File: src/rtl/apb2wb_pkg.sv
// rtl/apb2wb_pkg.sv - shared types and constants for the APB3 to Wishbone B4 bridge
// Contents: bridge FSM state enum, fixed Wishbone cycle-type constants,
// and the widths of the retry and timeout counters.
package apb2wb_pkg;

    typedef enum logic [1:0] {
        IDLE      = 2'd0,
        WB_REQ    = 2'd1,
        RETRY_GAP = 2'd2,
        DONE      = 2'd3
    } state_t;

    localparam logic [2:0] CTI_CLASSIC = 3'b000;
    localparam logic [1:0] BTE_LINEAR  = 2'b00;

    localparam int RETRY_W = 4;
    localparam int TO_W    = 8;

endpackage

File: src/rtl/apb2wb_watchdog.sv
// rtl/apb2wb_watchdog.sv - retry and timeout counters for the APB to Wishbone bridge
// Ports:
//   clk, reset       clock, synchronous active-high reset
//   clear            start of a new transfer: zero both counters
//   rty              accepted rty_i that will be re-issued: bump the retry count
//   busy             stb_o is high this cycle; timeout counts only while busy
//   retry_exhausted  retry count has reached MAX_RETRY
//   timed_out        this busy cycle is the TIMEOUT-th without a response
module apb2wb_watchdog
    import apb2wb_pkg::*;
#(
    parameter int MAX_RETRY = 3,
    parameter int TIMEOUT   = 255
) (
    input  logic clk,
    input  logic reset,
    input  logic clear,
    input  logic rty,
    input  logic busy,
    output logic retry_exhausted,
    output logic timed_out
);

    localparam logic [RETRY_W-1:0] RETRY_MAX = RETRY_W'(MAX_RETRY);
    localparam logic [TO_W-1:0]    TO_LAST   = TO_W'(TIMEOUT - 1);

    logic [RETRY_W-1:0] retry_cnt;
    logic [TO_W-1:0]    to_cnt;

    always_ff @(posedge clk) begin
        if (reset) begin
            retry_cnt <= '0;
            to_cnt    <= '0;
        end else if (clear) begin
            retry_cnt <= '0;
            to_cnt    <= '0;
        end else begin
            if (rty && (retry_cnt != RETRY_MAX)) begin
                retry_cnt <= retry_cnt + 1'b1;
            end
            // Any cycle with stb_o low (retry gap, done) restarts the window,
            // so each re-issue gets a full TIMEOUT budget of its own.
            if (busy) begin
                to_cnt <= to_cnt + 1'b1;
            end else begin
                to_cnt <= '0;
            end
        end
    end

    assign retry_exhausted = (retry_cnt == RETRY_MAX);
    // to_cnt holds the number of busy cycles already elapsed, so the
    // TIMEOUT-th busy cycle is the one where it equals TIMEOUT-1.
    assign timed_out       = busy && (to_cnt == TO_LAST);

endmodule

File: src/rtl/apb2wb_bridge.sv
// rtl/apb2wb_bridge.sv - APB3 completer to Wishbone B4 classic single-beat initiator
// Ports:
//   clk, reset                          clock, synchronous active-high reset
//   paddr/psel/penable/pwrite/pwdata/pstrb  APB request side
//   pready/prdata/pslverr               APB response, all registered
//   adr_o/dat_o/cyc_o/stb_o/we_o/sel_o  Wishbone request
//   cti_o/bte_o                         fixed classic cycle, linear burst
//   dat_i/ack_i/err_i/rty_i             Wishbone slave response
module apb2wb_bridge
    import apb2wb_pkg::*;
#(
    parameter int AW        = 32,
    parameter int DW        = 32,
    parameter int MAX_RETRY = 3,
    parameter int TIMEOUT   = 255
) (
    input  logic            clk,
    input  logic            reset,
    input  logic [AW-1:0]   paddr,
    input  logic            psel,
    input  logic            penable,
    input  logic            pwrite,
    input  logic [DW-1:0]   pwdata,
    input  logic [DW/8-1:0] pstrb,
    output logic            pready,
    output logic [DW-1:0]   prdata,
    output logic            pslverr,
    output logic [AW-1:0]   adr_o,
    output logic [DW-1:0]   dat_o,
    output logic            cyc_o,
    output logic            stb_o,
    output logic            we_o,
    output logic [DW/8-1:0] sel_o,
    output logic [2:0]      cti_o,
    output logic [1:0]      bte_o,
    input  logic [DW-1:0]   dat_i,
    input  logic            ack_i,
    input  logic            err_i,
    input  logic            rty_i
);

    state_t state, next_state;

    logic [AW-1:0]   addr_q;
    logic [DW-1:0]   wdata_q;
    logic [DW/8-1:0] strb_q;
    logic            we_q;
    logic            pready_q;
    logic            pslverr_q;
    logic [DW-1:0]   prdata_q;

    logic latch;
    logic done_err;
    logic wd_clear;
    logic wd_rty;
    logic wd_busy;
    logic retry_exhausted;
    logic timed_out;

    apb2wb_watchdog #(
        .MAX_RETRY (MAX_RETRY),
        .TIMEOUT   (TIMEOUT)
    ) u_watchdog (
        .clk             (clk),
        .reset           (reset),
        .clear           (wd_clear),
        .rty             (wd_rty),
        .busy            (wd_busy),
        .retry_exhausted (retry_exhausted),
        .timed_out       (timed_out)
    );

    always_comb begin
        next_state = state;
        latch      = 1'b0;
        done_err   = 1'b0;
        wd_clear   = 1'b0;
        wd_rty     = 1'b0;
        wd_busy    = (state == WB_REQ);
        case (state)
            IDLE: begin
                if (psel && !penable) begin
                    latch      = 1'b1;
                    wd_clear   = 1'b1;
                    next_state = WB_REQ;
                end
            end
            WB_REQ: begin
                if (err_i) begin
                    done_err   = 1'b1;
                    next_state = DONE;
                end else if (ack_i) begin
                    next_state = DONE;
                end else if (rty_i) begin
                    if (retry_exhausted) begin
                        done_err   = 1'b1;
                        next_state = DONE;
                    end else begin
                        wd_rty     = 1'b1;
                        next_state = RETRY_GAP;
                    end
                end else if (timed_out) begin
                    done_err   = 1'b1;
                    next_state = DONE;
                end
            end
            RETRY_GAP: next_state = WB_REQ;
            DONE:      next_state = IDLE;
            default:   next_state = IDLE;
        endcase
    end

    always_ff @(posedge clk) begin
        if (reset) begin
            state     <= IDLE;
            addr_q    <= '0;
            wdata_q   <= '0;
            strb_q    <= '0;
            we_q      <= 1'b0;
            pready_q  <= 1'b0;
            pslverr_q <= 1'b0;
            prdata_q  <= '0;
        end else begin
            state     <= next_state;
            pready_q  <= (next_state == DONE);
            pslverr_q <= done_err;
            if (latch) begin
                addr_q  <= paddr;
                wdata_q <= pwdata;
                strb_q  <= pstrb;
                we_q    <= pwrite;
            end
            // Reads that end in error return zero; writes leave prdata alone.
            if ((state == WB_REQ) && (next_state == DONE) && !we_q) begin
                prdata_q <= done_err ? '0 : dat_i;
            end
        end
    end

    assign pready  = pready_q;
    assign pslverr = pslverr_q;
    assign prdata  = prdata_q;

    assign cyc_o = (state == WB_REQ);
    assign stb_o = (state == WB_REQ);
    assign adr_o = addr_q;
    assign dat_o = wdata_q;
    assign we_o  = we_q;
    // Gated so that sel_o reads as zero whenever no cycle is in flight.
    assign sel_o = (state != WB_REQ) ? '0 : (we_q ? strb_q : '1);
    assign cti_o = CTI_CLASSIC;
    assign bte_o = BTE_LINEAR;

endmodule

File: config.mk
export PLATFORM = sky130hd
export DESIGN_NAME = apb2wb_bridge
export DESIGN_NICKNAME = d
export VERILOG_FILES = /design/src/rtl/apb2wb_pkg.sv /design/src/rtl/apb2wb_watchdog.sv /design/src/rtl/apb2wb_bridge.sv
export SDC_FILE = /design/constraint.sdc
export NUM_CORES = 1
export LEC_CHECK = 0
export CAP_MARGIN = 10
export CORE_ASPECT_RATIO = 2
export CORE_MARGIN = 2
export CORE_UTILIZATION = 46
export CTS_CLUSTER_SIZE = 8
export DETAILED_ROUTE_END_ITERATION = 8
export DONT_BUFFER_PORTS = 1
export PLACE_DENSITY_LB_ADDON = 0.3
export SYNTH_ARGS = -nofsm -noshare
export SYNTH_HDL_FRONTEND = slang
export SYNTH_SLANG_ARGS = --single-unit
File: constraint.sdc
create_clock -name clk -period 2.4 [get_ports clk]
set_input_delay 0.48 -clock clk [delete_from_list [all_inputs] [get_ports clk]]
set_output_delay 0.48 -clock clk [all_outputs]
set_load 0.01 [all_outputs]
# Word-level counts from Yosys, hierarchy flattened

Index checks and enable logic that the tools add are counted.

Flip-flop bits (word level): 117
Output and inout bits: 110

$add $sub $neg: 2
Eq/ne operators: 8
Multiplexer cells: 23
Bitwise operators: 1
Reduce and logical (&&, ||, !) cells: 10

Operators by type and width:

| kind                                          | count |
|---|---|
| 2-to-1 mux 32 bit                             | 1 |
| 2-to-1 mux 1 bit                              | 14 |
| 2-to-1 mux 2 bit                              | 5 |
| adder 8 x 1 -> 8 bit, second input constant   | 1 |
| == test 8 bit, second input constant          | 1 |
| 2-to-1 mux 4 bit                              | 2 |
| case mux 2 bit (4 select lines)               | 1 |
| == test 2 bit, second input constant          | 3 |
| logical AND 1 bit                             | 5 |
| adder 4 x 1 -> 4 bit, second input constant   | 1 |
| == test 4 x 2 -> 1 bit, second input constant | 1 |
| != test 4 x 2 -> 1 bit, second input constant | 1 |
| OR reduction 3 bit                            | 1 |
| == test 2 x 1 -> 1 bit, second input constant | 1 |
| logical NOT 1 bit                             | 2 |
| logical NOT 2 bit                             | 1 |
| != test 2 x 1 -> 1 bit, second input constant | 1 |
| OR reduction 2 bit                            | 1 |
| NOT 1 bit                                     | 1 |

# Depth between registers and ports, before layout

Gate-level depths: netlist (run 1).

Word-level depth: 10
Mapped depth: 8
Mapped depth without buffers: 6

# Hierarchy

From an unflattened synthesis (run 1), not the netlist that was laid out.

Cell total of the unflattened synthesis: 505
Area, all modules: 4,408.0 sq um

By module, submodules not included:

| module          | instances | cells an instance | area an instance (sq um) |
|---|---|---|---|
| apb2wb_bridge   | 1         | 445               | 3,882.5 |
| apb2wb_watchdog | 1         | 60                | 525.5 |

# Worst setup path after synthesis (run 1)

No wires, ideal clock.

Kind: register to register
From: reg u_watchdog.to_cnt[0]
To: reg prdata_q[10], in the netlist prdata[10]
Data arrival time: 1.811 ns
Data required time: 2.261 ns
Slack: 0.450 ns
Cell stages (with the launch flop): 9
Buffers on the path: 2
Period minus slack after synthesis: 1.950 ns
Cells stage by stage: dfxtp_1 inv_1 ha_1 and3_1 a2111oi_2 or2_1 buf_6 buf_6 o41ai_2

Word-level cells in the longest chain between the ends: 10
Elaborated cells between the ends (all ways): 16
Classes of those cells: eq/ne: 2; mux: 11; reduce/logical: 3

Ends and longest elaborated chain:

| item                            | RTL line              | RTL |
|---|---|---|
| start, declared                 | apb2wb_watchdog.sv:28 | `logic [TO_W-1:0] to_cnt;` |
| start signal, assigned          | apb2wb_watchdog.sv:44 | `to_cnt <= to_cnt + 1'b1;` |
| == test 8 bit (*)               | apb2wb_watchdog.sv:54 | `assign timed_out = busy && (to_cnt == TO_LAST);` |
| logical AND 1 bit (*)           | apb2wb_watchdog.sv:54 |  |
| 2-to-1 mux 2 bit                | apb2wb_bridge.sv:102  | `end else if (timed_out) begin` |
| 2-to-1 mux 2 bit                | apb2wb_bridge.sv:94   | `end else if (rty_i) begin` |
| 2-to-1 mux 2 bit                | apb2wb_bridge.sv:92   | `end else if (ack_i) begin` |
| 2-to-1 mux 2 bit                | apb2wb_bridge.sv:89   | `if (err_i) begin` |
| case mux 2 bit (4 select lines) | apb2wb_bridge.sv:80   | `case (state)` |
| == test 2 bit                   | apb2wb_bridge.sv:134  | `if ((state == WB_REQ) && (next_state == DONE) && !we_q) begin` |
| logical AND 1 bit (2 in series) | apb2wb_bridge.sv:134  |  |
| end signal, assigned            | apb2wb_bridge.sv:135  | `prdata_q <= done_err ? '0 : dat_i;` |
| end, declared                   | apb2wb_bridge.sv:50   | `logic [DW-1:0] prdata_q;` |

Every way passes the cells marked *; elsewhere a longest branch is shown, timed or not.
A chain may end at the register's enable or synchronous reset.

# Worst setup path after layout (run 1)

From: reg u_watchdog.retry_cnt[0]
To: reg prdata_q[17], in the netlist prdata[17]

Word-level cells in the longest chain between the ends: 9
Elaborated cells between the ends (all ways): 15
Classes of those cells: eq/ne: 2; mux: 11; reduce/logical: 2

Ends and longest elaborated chain:

| item                            | RTL line              | RTL |
|---|---|---|
| start, declared                 | apb2wb_watchdog.sv:27 | `logic [RETRY_W-1:0] retry_cnt;` |
| start signal, assigned          | apb2wb_watchdog.sv:39 | `retry_cnt <= retry_cnt + 1'b1;` |
| == test 4 x 2 -> 1 bit (*)      | apb2wb_watchdog.sv:51 | `assign retry_exhausted = (retry_cnt == RETRY_MAX);` |
| 2-to-1 mux 1 bit                | apb2wb_bridge.sv:95   | `if (retry_exhausted) begin` |
| 2-to-1 mux 2 bit                | apb2wb_bridge.sv:94   |  |
| 2-to-1 mux 2 bit                | apb2wb_bridge.sv:92   |  |
| 2-to-1 mux 2 bit                | apb2wb_bridge.sv:89   |  |
| case mux 2 bit (4 select lines) | apb2wb_bridge.sv:80   |  |
| == test 2 bit                   | apb2wb_bridge.sv:134  |  |
| logical AND 1 bit (2 in series) | apb2wb_bridge.sv:134  |  |

Marked as above.

==> results.sh, run 1 <==
export IMPL_grt_overflow_total=0
export IMPL_layout_filler_cells=948
export IMPL_tritoncts_clock_tree="done"
export IMPL_cts_repair_resizes=0
export IMPL_cts_setup_buffers=0
export IMPL_core_area_um2=10500
export IMPL_reg2reg_from="u_watchdog.retry_cnt[0]"
export IMPL_postSynthCellCount=576
export IMPL_cts_htree_levels=4
export IMPL_fmaxAchievable_mhz=462
export IMPL_tns_ns=0
export IMPL_hold_start="reset"
export IMPL_path_class="reg2reg"
export IMPL_yosysUniqueCellTypes=33
export IMPL_initial_utilization_pct=46.8
export IMPL_layout_drive_gt1_share_pct=13.5
export IMPL_clk_path_buf_depth=2
export IMPL_final_min_clock_period_ns=2.16
export IMPL_max_slew_worst_pin_slew_ns=0.541
export IMPL_avgRoutedWirePerCell_um=15.9
export IMPL_drtPass1Iterations=4
export IMPL_holdPathEnd="dat_o[8]"
export IMPL_most_common_layout_cells="nand2_1 (141), dfxtp_1 (117), a21oi_1 (77), inv_1 (41), o21ai_0 (33)"
export IMPL_clk_pin_slew_worst_paths_ns=0.05
export IMPL_area_of_the_die_um2=11600
export IMPL_timing_hold_worst_path_depth=1
export IMPL_cap_violations=0
export IMPL_holdBufCountCts=0
export IMPL_power_per_cell_area_nw_per_um2=926
export IMPL_worstSkewPairLatency_ns=0.40
export IMPL_insertedDiodeCount=0
export IMPL_yosys_warnings=0
export IMPL_cp_data_required_time_ns=2.70
export IMPL_grt_start_max_net_pins=140
export IMPL_number_of_global_route_vias_before_repair=3657
export IMPL_synth_main_ff_cell="dfxtp_1"
export IMPL_setup_violations=0
export IMPL_portion_of_the_post_synthesis_area_used_by_sequential_elements_pct=47.8
export IMPL_tritoncts_num_buffers=17
export IMPL_synth_async_reset_ratio_pct=0
export IMPL_power_ir_vdd_worst_v=0.000566
export IMPL_design_portCount=218
export IMPL_cts_root_buf="clkbuf_16"
export IMPL_outcome="finished, final reports clean"
export IMPL_post_synth_cell_area_avg_um2=8.51
export IMPL_worst_r2r_endpoint="prdata[17]"
export IMPL_fin_crit_sh_pct=90.1
export IMPL_hold_violation_total_from_the_final_report=0
export IMPL_cts_sinks=117
export IMPL_antenna_left=0
export IMPL_finish_utilization_pct=53.5
export IMPL_grt_antenna_before_repair=0
export IMPL_r2r_worst_path_cells=6
export IMPL_place_gp_congestion=0.759
export IMPL_setup_worst_path_end_class="flop"
export IMPL_maxSlewViolCount=0
export IMPL_rsz0062_at_grt="no"
export IMPL_rows=53
export IMPL_place_area_um2=4970
export IMPL_ys_ff_latch=117
export IMPL_p_leak_uw=0.00224
export IMPL_global_route_wire_length_before_repair_um=17400
export IMPL_routed_wl_um=11200
export IMPL_via_count=3785
export IMPL_chipHeight_um=150
export IMPL_skew_ns=0.0107
export IMPL_timing_max_slew_rel_slack_pct=63.9
export IMPL_post_synthesis_cell_area_um2=4900
export IMPL_drt_drc_violations_left=0
export IMPL_layout_cell_area_non_filler_um2=5610
export IMPL_fin_nets=667
export IMPL_worstPathMaxFanout=32
export IMPL_startpoint_type_of_the_worst_setup_path="flop"
export IMPL_power_total_uw=5190
export IMPL_critical_path_arrival_ns=2.46
export IMPL_buffer_ports_inserted=0
export IMPL_die_x_um=77.0
export IMPL_mostFrequentLayoutCell="nand2_1"
export IMPL_grt_total_usage_pct=18.8
export IMPL_synthToLayoutAreaGrowth_pct=14.3
export IMPL_dr_first_iter_drc_count=106
export IMPL_detail_route_vias_per_cell=5.36
export IMPL_dp_hpwl_um=7450
export IMPL_timing_reg2reg_setup_slack_ns=0.24
export IMPL_post_synth_edffs=0
export IMPL_timing_hold_worst_class="in2reg"
-- state kept, by name, indices dropped and copies added (netlist names) --
| name | cells |
|---|---|
| pready | 1 |
| u_watchdog.retry_cnt | 4 |
| strb_q | 4 |
| pslverr | 1 |
| u_watchdog.to_cnt | 8 |
| prdata | 32 |
| adr_o | 32 |
| state | 2 |
| we_o | 1 |
| dat_o | 32 |
-- metrics by stage --
step	hold WS (ns)	std cells	worst slack (ns)
global placement	0.440	674	0.332
global route	0.142	706	0.128
finish	0.165	706	0.237
detailed placement	0.448	674	0.252
floorplan	0.436	580	0.450
CTS	0.137	706	0.234
-- worst max-delay path, cell delays in order, from the launching register on --
cell,delay (ns)
dfxtp_1,0.36
ha_1,0.17
or3b_4,0.41
a211o_1,0.28
or2_2,0.27
buf_4,0.29
o41ai_2,0.27
-- power breakdown --
part	internal, µW	switching [µW]	total, µW
Sequential	2040	106	2150
Clock	1840	884	2720
Combinational	115	206	321
Total	3990	1200	5190
-- cell families after synthesis --
family                     share of synthesized area [%]
and+or+nand+nor                                     18.7
other                                             0.0765
adders and majority gates                          0.766
AOI/OAI and AO/OA                                   22.9
DFF                                                 47.8
muxes                                              0.204
buffers and inverters                               8.19
xor gates and xnor gates                            1.43
-- per-layer routing --
layer / up-vias / wire (µm) / global-route usage (%)
met1: 1741 / 4290 / 19.7
met3: 19 / 943 / 7.12
met4: 0 / 221 / 9.38
met2: 172 / 5750 / 32.7
li1: 1853 / - / -
met5: - / 0 / 0
-- worst max-delay path by stage --
stage / from / slack [ns] / depth (start not counted) / end
after global placement: u_watchdog.retry_cnt[0] / 0.33 / 6 / prdata[24]
after global routing: u_watchdog.retry_cnt[0] / 0.13 / 6 / prdata[25]
final: u_watchdog.retry_cnt[0] / 0.24 / 6 / prdata[17]
after CTS: u_watchdog.retry_cnt[0] / 0.23 / 6 / prdata[17]
after floorplan: u_watchdog.to_cnt[0] / 0.45 / 8 / prdata[10]
after detailed placement: u_watchdog.retry_cnt[0] / 0.25 / 6 / prdata[3]
-- cells in the mapped netlist (2+ instances only) --
cell type  number  area, µm²
or3_1           2       12.5
nor3_1          6       30.0
buf_4           6       45.0
nor2_1          9       33.8
ha_1            3       37.5
o41ai_2        32        521
xnor2_1         2       17.5
dfxtp_1       117       2340
buf_6           4       45.0
nand2b_1        3       18.8
o21ai_0        33        165
clkbuf_1       38        143
a21oi_1        77        385
xor2_1          6       52.6
nor2b_1        32        200
nor3b_1         2       15.0
nand3_1         5       25.0
buf_2           3       15.0
inv_1          41        154
nand4_1         2       12.5
nand2_1       141        529
-- area by class of cell --
cell class                      count  area [µm²]  share of cell area, %
Tap cell                          137         171                   3.06
Sequential cell                   117        2340                   41.8
Clock buffer                       19         433                   7.72
Clock inverter                     13         206                   3.68
Multi-Input combinational cell    371        2200                   39.3
Timing Repair Buffer                8        97.6                   1.74
Inverter                           41         154                   2.75
Note: power is estimated with default switching activity, not from simulation.
==> inputs of run 2 (changes only) <==
--- a/config.mk
+++ b/config.mk
@@ -12,7 +12,6 @@
 export CTS_CLUSTER_SIZE = 8
 export DETAILED_ROUTE_END_ITERATION = 8
 export DONT_BUFFER_PORTS = 1
-export PLACE_DENSITY_LB_ADDON = 0.3
 export SYNTH_ARGS = -nofsm -noshare
 export SYNTH_HDL_FRONTEND = slang
 export SYNTH_SLANG_ARGS = --single-unit
==> run 2 against run 1 <==
Cell count down 0.14%. Core utilization down 0.42 points. Non-clock buffer count down 1. Critical path depth unchanged. Setup slack better by 0.11 ns. Die area unchanged. Via count down 0.77%. Flip-flop and latch count unchanged. Sequential share of layout area up 0.33 points. Critical path type unchanged. Largest cell class unchanged.
==> results.sh, run 2 (synthesis results as in run 1) <==
export IMPL_grt_antenna_before_repair=0
export IMPL_place_gp_congestion=0.810
export IMPL_grt_overflow_total=0
export IMPL_final_min_clock_period_ns=2.06
export IMPL_drt_drc_violations_left=0
export IMPL_p_leak_uw=0.00220
export IMPL_timing_hold_worst_class="in2reg"
export IMPL_fin_nets=666
export IMPL_buffer_ports_inserted=0
export IMPL_multi_input_comb_area_um2=2200
export IMPL_insertedDiodeCount=0
export IMPL_path_class="reg2reg"
export IMPL_place_area_um2=4960
export IMPL_cts_root_buf="clkbuf_16"
export IMPL_tritoncts_clock_tree="done"
export IMPL_setup_violations=0
export IMPL_longest_individual_stage_delay_on_the_worst_path_ns=0.41
export IMPL_setup_worst_path_end_class="flop"
export IMPL_layout_filler_cells=991
export IMPL_max_slew_worst_pin_slew_ns=0.677
export IMPL_rsz0062_at_grt="no"
export IMPL_grt_total_usage_pct=19.5
export IMPL_power_per_cell_area_nw_per_um2=894
export IMPL_worstSkewPairLatency_ns=0.40
export IMPL_via_count=3756
export IMPL_number_of_global_route_vias_before_repair=3665
export IMPL_area_sequential_um2=2340
export IMPL_cts_sinks=117
export IMPL_die_x_um=77.0
export IMPL_timing_max_slew_rel_slack_pct=54.9
export IMPL_drtPass1Iterations=4
export IMPL_wl_met3_um=874
export IMPL_cp_data_required_time_ns=2.70
export IMPL_tritoncts_num_buffers=17
export IMPL_routedLengthMet1_um=4140
export IMPL_r2r_worst_path_cells=6
export IMPL_met2_wirelength_um=6010
export IMPL_dp_hpwl_um=7670
export IMPL_cts_repair_resizes=0
export IMPL_power_ir_vdd_worst_v=0.000502
export IMPL_clk_path_buf_depth=2
export IMPL_most_common_layout_cells="nand2_1 (141), dfxtp_1 (117), a21oi_1 (77), inv_1 (41), o21ai_0 (33)"
export IMPL_routed_wl_um=11400
export IMPL_layout_drive_gt1_share_pct=13.7
export IMPL_maxSlewViolCount=0
export IMPL_layout_cell_area_non_filler_um2=5560
export IMPL_critical_path_arrival_ns=2.36
export IMPL_initial_utilization_pct=46.8
export IMPL_detail_route_vias_per_cell=5.33
export IMPL_antenna_left=0
export IMPL_holdBufCountCts=0
export IMPL_outcome="finished, final reports clean"
export IMPL_avgRoutedWirePerCell_um=16.2
export IMPL_holdWs_ns=0.179
export IMPL_mostFrequentLayoutCell="nand2_1"
export IMPL_chipHeight_um=150
export IMPL_cap_violations=0
export IMPL_cts_setup_buffers=0
export IMPL_fmaxAchievable_mhz=486
export IMPL_cts_htree_levels=4
export IMPL_hold_violation_total_from_the_final_report=0
export IMPL_area_of_the_die_um2=11600
export IMPL_worstPathMaxFanout=32
export IMPL_rows=53
export IMPL_master_of_the_slowest_instance_on_the_critical_path="or3b_4"
export IMPL_fin_crit_sh_pct=85.7
export IMPL_route_top_layer_used="met4"
export IMPL_dr_first_iter_drc_count=176
export IMPL_core_area_um2=10500
export IMPL_global_route_wire_length_before_repair_um=17900
export IMPL_tns_ns=0
export IMPL_clk_pin_slew_worst_paths_ns=0.06
export IMPL_design_portCount=218
export IMPL_startpoint_type_of_the_worst_setup_path="flop"
export IMPL_timing_hold_worst_path_depth=1
export IMPL_timing_critical_path_cells="ha_1, or3b_4, a211o_1, or2_2, buf_12, o41ai_2"
export IMPL_grt_start_max_net_pins=140
export IMPL_skew_ns=0.00671
export IMPL_synthToLayoutAreaGrowth_pct=13.4
run 2: changes by cell type in the layout (fill, tap and decap cells not counted), moves of 2 or more:
cell,change
clkbuf_8,+2
clkbuf_1,-2
inv_6,+2
bufinv_16,-3
clkinvlp_4,+3
clkinv_2,-3
run 2: power breakdown:
group	internal (µW)	total, µW	switching [µW]
Sequential	2040	2150	107
Combinational	115	318	203
Clock	1590	2510	913
run 2: worst paths after layout:
check / startpoint / to / slack, ns
setup / recovery: u_watchdog.retry_cnt[0] / prdata[31] / 0.34
hold / removal: reset / prdata[11] / 0.18
setup reg to reg: u_watchdog.retry_cnt[0] / prdata[31] / 0.34
hold reg to reg: strb_q[0] / strb_q[0] / 0.45
run 2: cell type report:
type                            count  area share (%)
Clock buffer                       19            8.14
Clock inverter                     13            2.70
Inverter                           41            2.77
Multi-Input combinational cell    371            39.6
Sequential cell                   117            42.1
Tap cell                          137            3.08
Timing Repair Buffer                7            1.62
run 2: per-layer routing:
layer,global-route usage [%],up-vias
li1,-,1857
met1,19.7,1731
met2,33.8,143
met3,7.42,25
met4,11.8,0
met5,0,-
run 2: critical path: cells and delay by family, from the launching register on:
family                     cells  cell delay, ns
and+or+nand+nor                2            0.71
buffers and inverters          1            0.19
AOI/OAI and AO/OA              2            0.51
adders and majority gates      1            0.18
DFF                            1            0.36
run 2: through the flow:
stage	setup slack [ns]	util (%)	cells	power, µW
finish	0.343	53.1	705	4970
global route	0.223	53.1	705	5180
CTS	0.324	53.1	705	5050
detailed placement	0.331	47.3	673	2510
global placement	0.432	47.3	673	2500
floorplan	0.450	-	580	2470
